`src/rtl/spi_tx_scheduler.sv`:
```
// Byte scheduler feeding an SPI master: FIFO-buffers host bytes, launches one
// transfer per byte, captures the returned byte and enforces an idle gap between transfers.
module spi_tx_scheduler #(
    parameter int DEPTH      = 4,
    parameter int AW         = 2,
    parameter int GAP_CYCLES = 2
) (
    input  logic          clk,
    input  logic          rst,
    input  logic [7:0]    tx_data,
    input  logic          tx_valid,
    output logic          tx_ready,
    output logic [7:0]    rx_data,
    output logic          rx_valid,
    output logic [7:0]    m_data_in,
    output logic          m_start,
    input  logic          m_done,
    input  logic [7:0]    m_data_out,
    output logic          busy,
    output logic [AW:0]   level
);

    localparam int            CW        = (GAP_CYCLES > 0) ? $clog2(GAP_CYCLES + 1) : 1;
    localparam logic [CW-1:0] GAP_INIT  = CW'(GAP_CYCLES);
    localparam logic [CW-1:0] CNT_ONE   = CW'(1);
    localparam logic [AW:0]   FULL_LVL  = (AW + 1)'(DEPTH);
    localparam logic [AW:0]   LVL_ONE   = (AW + 1)'(1);
    localparam logic [AW-1:0] PTR_ONE   = AW'(1);

    typedef enum logic [1:0] {
        S_IDLE,
        S_WAIT,
        S_GAP
    } state_t;

    state_t          r_state;
    state_t          w_state_nxt;
    logic [CW-1:0]   r_cnt;
    logic [CW-1:0]   w_cnt_nxt;

    logic [7:0]      r_mem [DEPTH];
    logic [AW-1:0]   r_wr_ptr;
    logic [AW-1:0]   r_rd_ptr;
    logic [AW:0]     r_level;

    logic            r_m_start;
    logic [7:0]      r_m_data_in;
    logic            r_rx_valid;
    logic [7:0]      r_rx_data;

    logic            w_full;
    logic            w_empty;
    logic            w_push;
    logic            w_pop;
    logic            w_start_nxt;
    logic            w_rxv_nxt;
    logic            w_load_rx;

    assign w_full   = (r_level == FULL_LVL);
    assign w_empty  = (r_level == '0);
    // Full blocks pushes even when a pop lands on the same edge (no pass-through).
    assign tx_ready = !rst && !w_full;
    assign w_push   = tx_valid && tx_ready;

    always_comb begin
        w_state_nxt = r_state;
        w_cnt_nxt   = r_cnt;
        w_pop       = 1'b0;
        w_start_nxt = 1'b0;
        w_rxv_nxt   = 1'b0;
        w_load_rx   = 1'b0;
        case (r_state)
            S_IDLE: begin
                if (!w_empty) begin
                    w_pop       = 1'b1;
                    w_start_nxt = 1'b1;
                    w_state_nxt = S_WAIT;
                end
            end
            S_WAIT: begin
                if (m_done) begin
                    w_rxv_nxt = 1'b1;
                    w_load_rx = 1'b1;
                    if (GAP_CYCLES == 0) begin
                        w_state_nxt = S_IDLE;
                    end else begin
                        w_cnt_nxt   = GAP_INIT;
                        w_state_nxt = S_GAP;
                    end
                end
            end
            S_GAP: begin
                w_cnt_nxt = r_cnt - CNT_ONE;
                if (r_cnt <= CNT_ONE) begin
                    w_state_nxt = S_IDLE;
                end
            end
            default: begin
                w_state_nxt = S_IDLE;
            end
        endcase
    end

    always_ff @(posedge clk) begin
        if (rst) begin
            r_state <= S_IDLE;
            r_cnt   <= '0;
        end else begin
            r_state <= w_state_nxt;
            r_cnt   <= w_cnt_nxt;
        end
    end

    always_ff @(posedge clk) begin
        if (rst) begin
            r_m_start   <= 1'b0;
            r_m_data_in <= '0;
            r_rx_valid  <= 1'b0;
            r_rx_data   <= '0;
        end else begin
            r_m_start  <= w_start_nxt;
            r_rx_valid <= w_rxv_nxt;
            if (w_pop) begin
                r_m_data_in <= r_mem[r_rd_ptr];
            end
            if (w_load_rx) begin
                r_rx_data <= m_data_out;
            end
        end
    end

    // Storage carries no reset; occupancy and pointers alone define validity.
    always_ff @(posedge clk) begin
        if (w_push) begin
            r_mem[r_wr_ptr] <= tx_data;
        end
    end

    always_ff @(posedge clk) begin
        if (rst) begin
            r_wr_ptr <= '0;
            r_rd_ptr <= '0;
            r_level  <= '0;
        end else begin
            if (w_push) begin
                r_wr_ptr <= r_wr_ptr + PTR_ONE;
            end
            if (w_pop) begin
                r_rd_ptr <= r_rd_ptr + PTR_ONE;
            end
            case ({w_push, w_pop})
                2'b10:   r_level <= r_level + LVL_ONE;
                2'b01:   r_level <= r_level - LVL_ONE;
                default: r_level <= r_level;
            endcase
        end
    end

    assign m_start   = r_m_start;
    assign m_data_in = r_m_data_in;
    assign rx_valid  = r_rx_valid;
    assign rx_data   = r_rx_data;
    assign level     = r_level;
    assign busy      = (r_state != S_IDLE) || !w_empty;

endmodule

```
`config.mk`:
```
export PLATFORM = sky130hd
export DESIGN_NAME = spi_tx_scheduler
export DESIGN_NICKNAME = d
export VERILOG_FILES = /design/src/rtl/spi_tx_scheduler.sv
export SDC_FILE = /design/constraint.sdc
export NUM_CORES = 1
export LEC_CHECK = 0
export ABC_AREA = 1
export CAP_MARGIN = 5
export CORE_UTILIZATION = 45
export CTS_BUF_LIST = sky130_fd_sc_hd__clkbuf_4 sky130_fd_sc_hd__clkbuf_8
export DETAILED_ROUTE_END_ITERATION = 8
export MAX_ROUTING_LAYER = met4
export PLACE_DENSITY_LB_ADDON = 0.12
export SLEW_MARGIN = 40
export SYNTH_ARGS = -nofsm -noshare
export SYNTH_HDL_FRONTEND = slang
export SYNTH_SLANG_ARGS = --single-unit
```
`constraint.sdc`:
```
create_clock -name clk -period 3.4 [get_ports clk]
set_input_delay 0.34 -clock clk [delete_from_list [all_inputs] [get_ports clk]]
set_output_delay 0.34 -clock clk [all_outputs]
set_load 0.05 [all_outputs]
```
==> flow_summary.toml, run 1 <==
[placement]
gp_congestion = 0.800
dp_cells = 413
dpl.hpwl_mm = 3.40
portBuffers = 42

[pwr]
p_per_area_mw_per_mm2 = 808
p_int_mw = 1.63
ir_worst_vdd_mv = 0.375
p_clk_share_pct = 26.3
leakagePower_nw = 1.48
netSwitchingFraction_pct = 39.6
p_sw_mw = 1.07
seqPwrFrac_pct = 36.2
p_total_mw = 2.70
p_comb_share_pct = 37.5

[logic_synthesis]
syn-mean-instance-area_um2 = 8.69
synth_area_leader_cell = "edfxtp_1"
synthArstFlopShare_pct = 0
synthFlopType = "edfxtp_1"
synth.distinct_cells = 25
ys.warnings.count = 0
synth_top_area_share_pct = 36.0
synth_most_common_cell = "nand2_1"
netlist_instances = 307
synth_nets = 334
ys_ff_latch = 61
synth_edf_count = 32
syn_area_mm2 = 0.00267
ys_seq_area_share_pct = 57.8
synth.area.top_cells = "edfxtp_1, dfxtp_1, nand2_1"
synth_commonest_cells = "nand2_1, inv_1, edfxtp_1"

[setup_path]
required_ps = 3060
crit_path_end_kind = "output pin"
start_kind = "primary input"
cp.arrival_ps = 1890
worstSetupPathType = "in2out"
crit_path_max_fanout = 3

[global_route]
met2_usage_pct = 27.2
grt_overflow = 0
grt_pass1_vias = 1783
grt_antenna_before_repair = 0
grt.met3_usage_pct = 7.01
top_usage_layer = "met2"
grt_pass1_wl_mm = 8.31
grt_start_max_net_pins = 22
grt_use_total_pct = 18.6
use_met1_pct = 24.1

[clock_network]
ctsResizeCount = 0
cts_buffer_depth = 2
clkLatencyLatePin_ps = 330
clock_sinks = 61
path_clk_slew_ps = 70
h-tree-depth = 3
cts_hold_buf = 0
root_buffer = "clkbuf_8"
tritoncts = "built"
cts_setup_buffers = 0
cts_made_buffers = 9

[route]
drc_errors = 0
first_pass_iters = 4
wl_per_cell_um = 11.6
routed_wl_mm = 5.00
ant_nets = 0
vias_per_cell = 4.55
drt_iter0_markers = 120
via_count = 1951

[flow_run]
maxCapViolations = 0

[timing]
slew_headroom_pct = 51.9
setup_viol = 0
fin_crit_ps = 2230
finalClockSkew_ps = 10.5
worstMarginPinSlew_ps = 721
finalHoldViolations = 0
drv_slew = 0
setup_tns_ps = 0
max_freq_mhz = 448
period_share_pct = 65.7
grt_setup_unrepaired = "false"

[die]
initial_core_util_pct = 47.6
die-area_mm2 = 0.00624
die_w_um = 79.0
core_area_mm2 = 0.00561
num_rows = 27
ios = 43
die_height_um = 79.0

[cells_and_area]
drive_above_1_share_pct = 7.84
stdcell_count = 429
layout.nets = 379
area_delta_synth_final_pct = 25.2
fillers = 533
diodes = 0

[outcome]
status = "finished clean"

[worst_hold_path]
hold_path_class = "reg2reg"
## final timing paths
path | start | end | slack [ps] | depth (start not counted)
setup / recovery | rst | tx_ready | 1170 | 3
hold reg to reg | rx_data[3] | rx_data[3] | 470 | 2
setup reg to reg | level[2] | level[2] | 1290 | 13
hold / removal | rx_data[3] | rx_data[3] | 470 | 2
## state kept, by name, summed over array words and instances (netlist names)
register / count
r_mem: 32
m_data_in: 8
rx_data: 8
level: 3
r_cnt: 2
r_rd_ptr: 2
r_state: 2
r_wr_ptr: 2
m_start: 1
rx_valid: 1
## power groups by stage
| stage | Combinational, mW | Clock [mW] | Sequential [mW] |
|---|---|---|---|
| after floorplan | 0.592 | 0 | 1.17 |
| after global placement | 1.01 | 0 | 0.992 |
| after detailed placement | 1.02 | 0 | 0.992 |
| after CTS | 1.02 | 0.729 | 0.976 |
| after global routing | 1.13 | 0.766 | 0.992 |
| final | 1.01 | 0.711 | 0.976 |
## cell type report
| class | instances | area (µm²) | area share [%] |
|---|---|---|---|
| clock inverter | 7 | 98.8 | 2.96 |
| timing repair buffer | 44 | 435 | 13.0 |
| clock buffer | 9 | 124 | 3.71 |
| inverter | 62 | 235 | 7.04 |
| tap | 72 | 90.1 | 2.70 |
| sequential | 61 | 1540 | 46.1 |
| multi-input combinational | 174 | 817 | 24.4 |
## cell usage in the layout, fill, tap and decap left out, types with 6 or more instances in the layout
master           count
nand2_1             81
inv_1               58
clkdlybuf4s50_1     42
edfxtp_1            32
nand3_1             31
dfxtp_1             29
nor2_1              28
a21oi_1             14
clkbuf_8             9
ha_1                 6
## critical path, cell delays in order
cell,delay (ps)
clkdlybuf4s50_1,460
a21oi_1,230
clkdlybuf4s50_1,850
## per-layer routing
metal / vias up / share of wire [%] / wire (µm)
met4: 0 / 0.44 / 22
li1: 1036 / - / -
met5: - / 0 / 0
met1: 871 / 49 / 2460
met3: 2 / 4.3 / 216
met2: 42 / 46 / 2300
## kinds of logic (layout without fill, tap and decap cells)
group / after synthesis / in the layout / synth area share, %
AND/OR/NAND/NOR: 148 / 148 / 23.3
flip-flops: 61 / 61 / 57.8
adder cells (fa/ha/maj): 7 / 7 / 3.56
AO/OA/AOI/OAI: 19 / 19 / 3.70
buffers and inverters: 72 / 122 / 11.6
## per-stage QoR
stage          setup WS [ps]  hold slack (ps)  utilization [%]  area, µm²
2_1_floorplan           1370              402                -       2670
3_3_place_gp            1150              449             55.6       3120
3_5_place_dp            1090              458             55.6       3120
4_1_cts                 1180              469             59.6       3340
5_1_grt                 1070              486             59.6       3340
6_report                1170              466             59.6       3340
(Power assumes the default switching activity.)
==> run 2: changes to the inputs <==
==> constraint.sdc (replaced) <==
create_clock -name clk -period 1.9 [get_ports clk]
set_input_delay 0.19 -clock clk [delete_from_list [all_inputs] [get_ports clk]]
set_output_delay 0.19 -clock clk [all_outputs]
set_load 0.05 [all_outputs]
==> run 2 against run 1 <==
Against the previous run: first-iteration DRC count fell by 43%; flip-flop and latch count did not move; sequential power rose by 76%; final area rose by 2.0%; worst hold slack got worse by 36 ps; register-to-register slack got worse by 1200 ps; combinational power rose by 91%; die area did not move; sequential share of layout area fell by 0.79 points; critical path depth rose by 7; global-route usage rose by 0.29 points; setup slack got worse by 1100 ps; highest routed layer unchanged.
==> flow_summary.toml, run 2 (synthesis gave the netlist of run 1 again) <==
[worst_hold_path]
holdCritStartpoint = "m_data_out[3]"
whs_path_depth = 3
min_to = "rx_data[3]"
hold_path_class = "in2reg"

[timing]
finalClockSkew_ps = 3.73
setup_tns_ps = 0
max_freq_mhz = 561
worstMarginPinSlew_ps = 504
slew_headroom_pct = 66.3
fin_crit_ps = 1780
finalHoldViolations = 0
finalWorstSetupSlack_ps = 116
period_share_pct = 93.9
setup_viol = 0
drv_slew = 0
hold_ws_ps = 430

[route]
first_pass_iters = 4
wl_per_cell_um = 11.5
drt_iter0_markers = 68
vias_per_cell = 4.48
via_count = 1964
routed_wl_mm = 5.04
ant_nets = 0
drc_errors = 0

[global_route]
grt.met3_usage_pct = 4.48
grt_start_max_net_pins = 21
grt_antenna_before_repair = 0
grt_pass1_vias = 1848
use_met1_pct = 23.1
grt_pass1_wl_mm = 8.38
grt_use_total_pct = 18.9
top_usage_layer = "met2"
grt_overflow = 0
met2_usage_pct = 28.4

[setup_path]
worstSetupPathType = "reg2reg"
r2r-start = "level[0]"
start_kind = "register"
reg2reg_to = "level[2]"
max_stage_delay_ps = 380
crit_family = "simple AND/OR/NAND/NOR gates"
required_ps = 2120
path_cells = "nor2_4 -> nand2_1 -> nand3_2 -> ha_2 -> inv_1 -> fa_1 -> nand2_1 -> nand3_1 -> nor2_1 -> nor2_1"
crit_slowest_cell = "fa_1"
crit_path_max_fanout = 4
cp.arrival_ps = 2010
crit_path_end_kind = "register"
rrSetupSlack_ps = 120
r2r_cells = 10
crit_buf_inv = 1

[flow_run]
maxCapViolations = 0

[pwr]
p_total_mw = 4.78
netSwitchingFraction_pct = 39.6
ir_worst_vdd_mv = 0.705
p_sw_mw = 1.89
p_clk_share_pct = 23.8
seqPwrFrac_pct = 35.9
p_comb_share_pct = 40.3
leakagePower_nw = 1.54
p_int_mw = 2.89
p_per_area_mw_per_mm2 = 1400

[clock_network]
cts_hold_buf = 0
clock_sinks = 61
cts_made_buffers = 9
path_clk_slew_ps = 70
root_buffer = "clkbuf_8"
ctsResizeCount = 0
h-tree-depth = 3
clkLatencyLatePin_ps = 340
cts_buffer_depth = 2
tritoncts = "built"
cts_setup_buffers = 0

[placement]
portBuffers = 42
place_ws_ps = -0.962
dpl.hpwl_mm = 3.34
gp_congestion = 0.782

[cells_and_area]
area_delta_synth_final_pct = 27.7
layout_common_cells = "nand2_1, inv_1, clkdlybuf4s50_1"
diodes = 0
seqCellArea_mm2 = 0.00155
regMostFlops = "r_mem"
multi_input_area_um2 = 832
fillers = 508
mostFrequentLayoutCell = "nand2_1"
drive_above_1_share_pct = 12.0
utilization_pct = 60.8
layout.nets = 388
largest_reg_flops = 32

[outcome]
status = "finished clean"

[die]
initial_core_util_pct = 47.6
die-area_mm2 = 0.00624
die_w_um = 79.0
ios = 43
num_rows = 27
core_area_mm2 = 0.00561
die_height_um = 79.0
-- run 2: changes by cell type in the layout (fill, tap and decap cells not counted), moves of 3 or more --
cell and delta:
buf_4 +10, clkinv_2 +3, dfxtp_1 -3, dfxtp_2 +3
-- run 2: per-layer routing --
| layer | vias to the layer above | share of wire [%] |
|---|---|---|
| met2 | 35 | 46 |
| met3 | 10 | 3.1 |
| met5 | - | 0 |
| li1 | 1056 | - |
| met4 | 0 | 2.4 |
| met1 | 863 | 49 |
-- run 2: how the worst max path moves through the flow --
stage,cells after the start,startpoint,to
2_1_floorplan,13,level[2],level[2]
3_3_place_gp,12,rst,level[2]
3_5_place_dp,12,rst,level[2]
4_1_cts,12,level[0],level[2]
5_1_grt,13,level[2],level[2]
6_report,10,level[0],level[2]
-- run 2: tightest hold or removal path, cell delays in order --
cell and delay [ps]:
clkdlybuf4s50_1 400, nand3_1 80, a21oi_1 60
-- run 2: metrics by stage --
step,instance area [µm²],cells
after floorplan,2670,307
after global placement,3200,422
after detailed placement,3200,422
after CTS,3390,438
after global routing,3410,438
final,3410,438
-- run 2: power by group through the flow --
stage / clock (mW) / combinational (mW) / sequential (mW)
floorplan: 0 / 1.06 / 2.10
global placement: 0 / 1.90 / 1.73
detailed placement: 0 / 1.92 / 1.73
CTS: 1.16 / 1.93 / 1.71
global route: 1.21 / 2.15 / 1.74
finish: 1.14 / 1.93 / 1.72
-- run 2: cell type report --
cell class / count / share of cell area, %
Timing Repair Buffer: 53 / 15.0
Clock inverter: 5 / 1.47
Inverter: 62 / 6.90
Clock buffer: 11 / 4.26
Multi-Input combinational cell: 174 / 24.4
Tap cell: 72 / 2.64
Sequential cell: 61 / 45.3
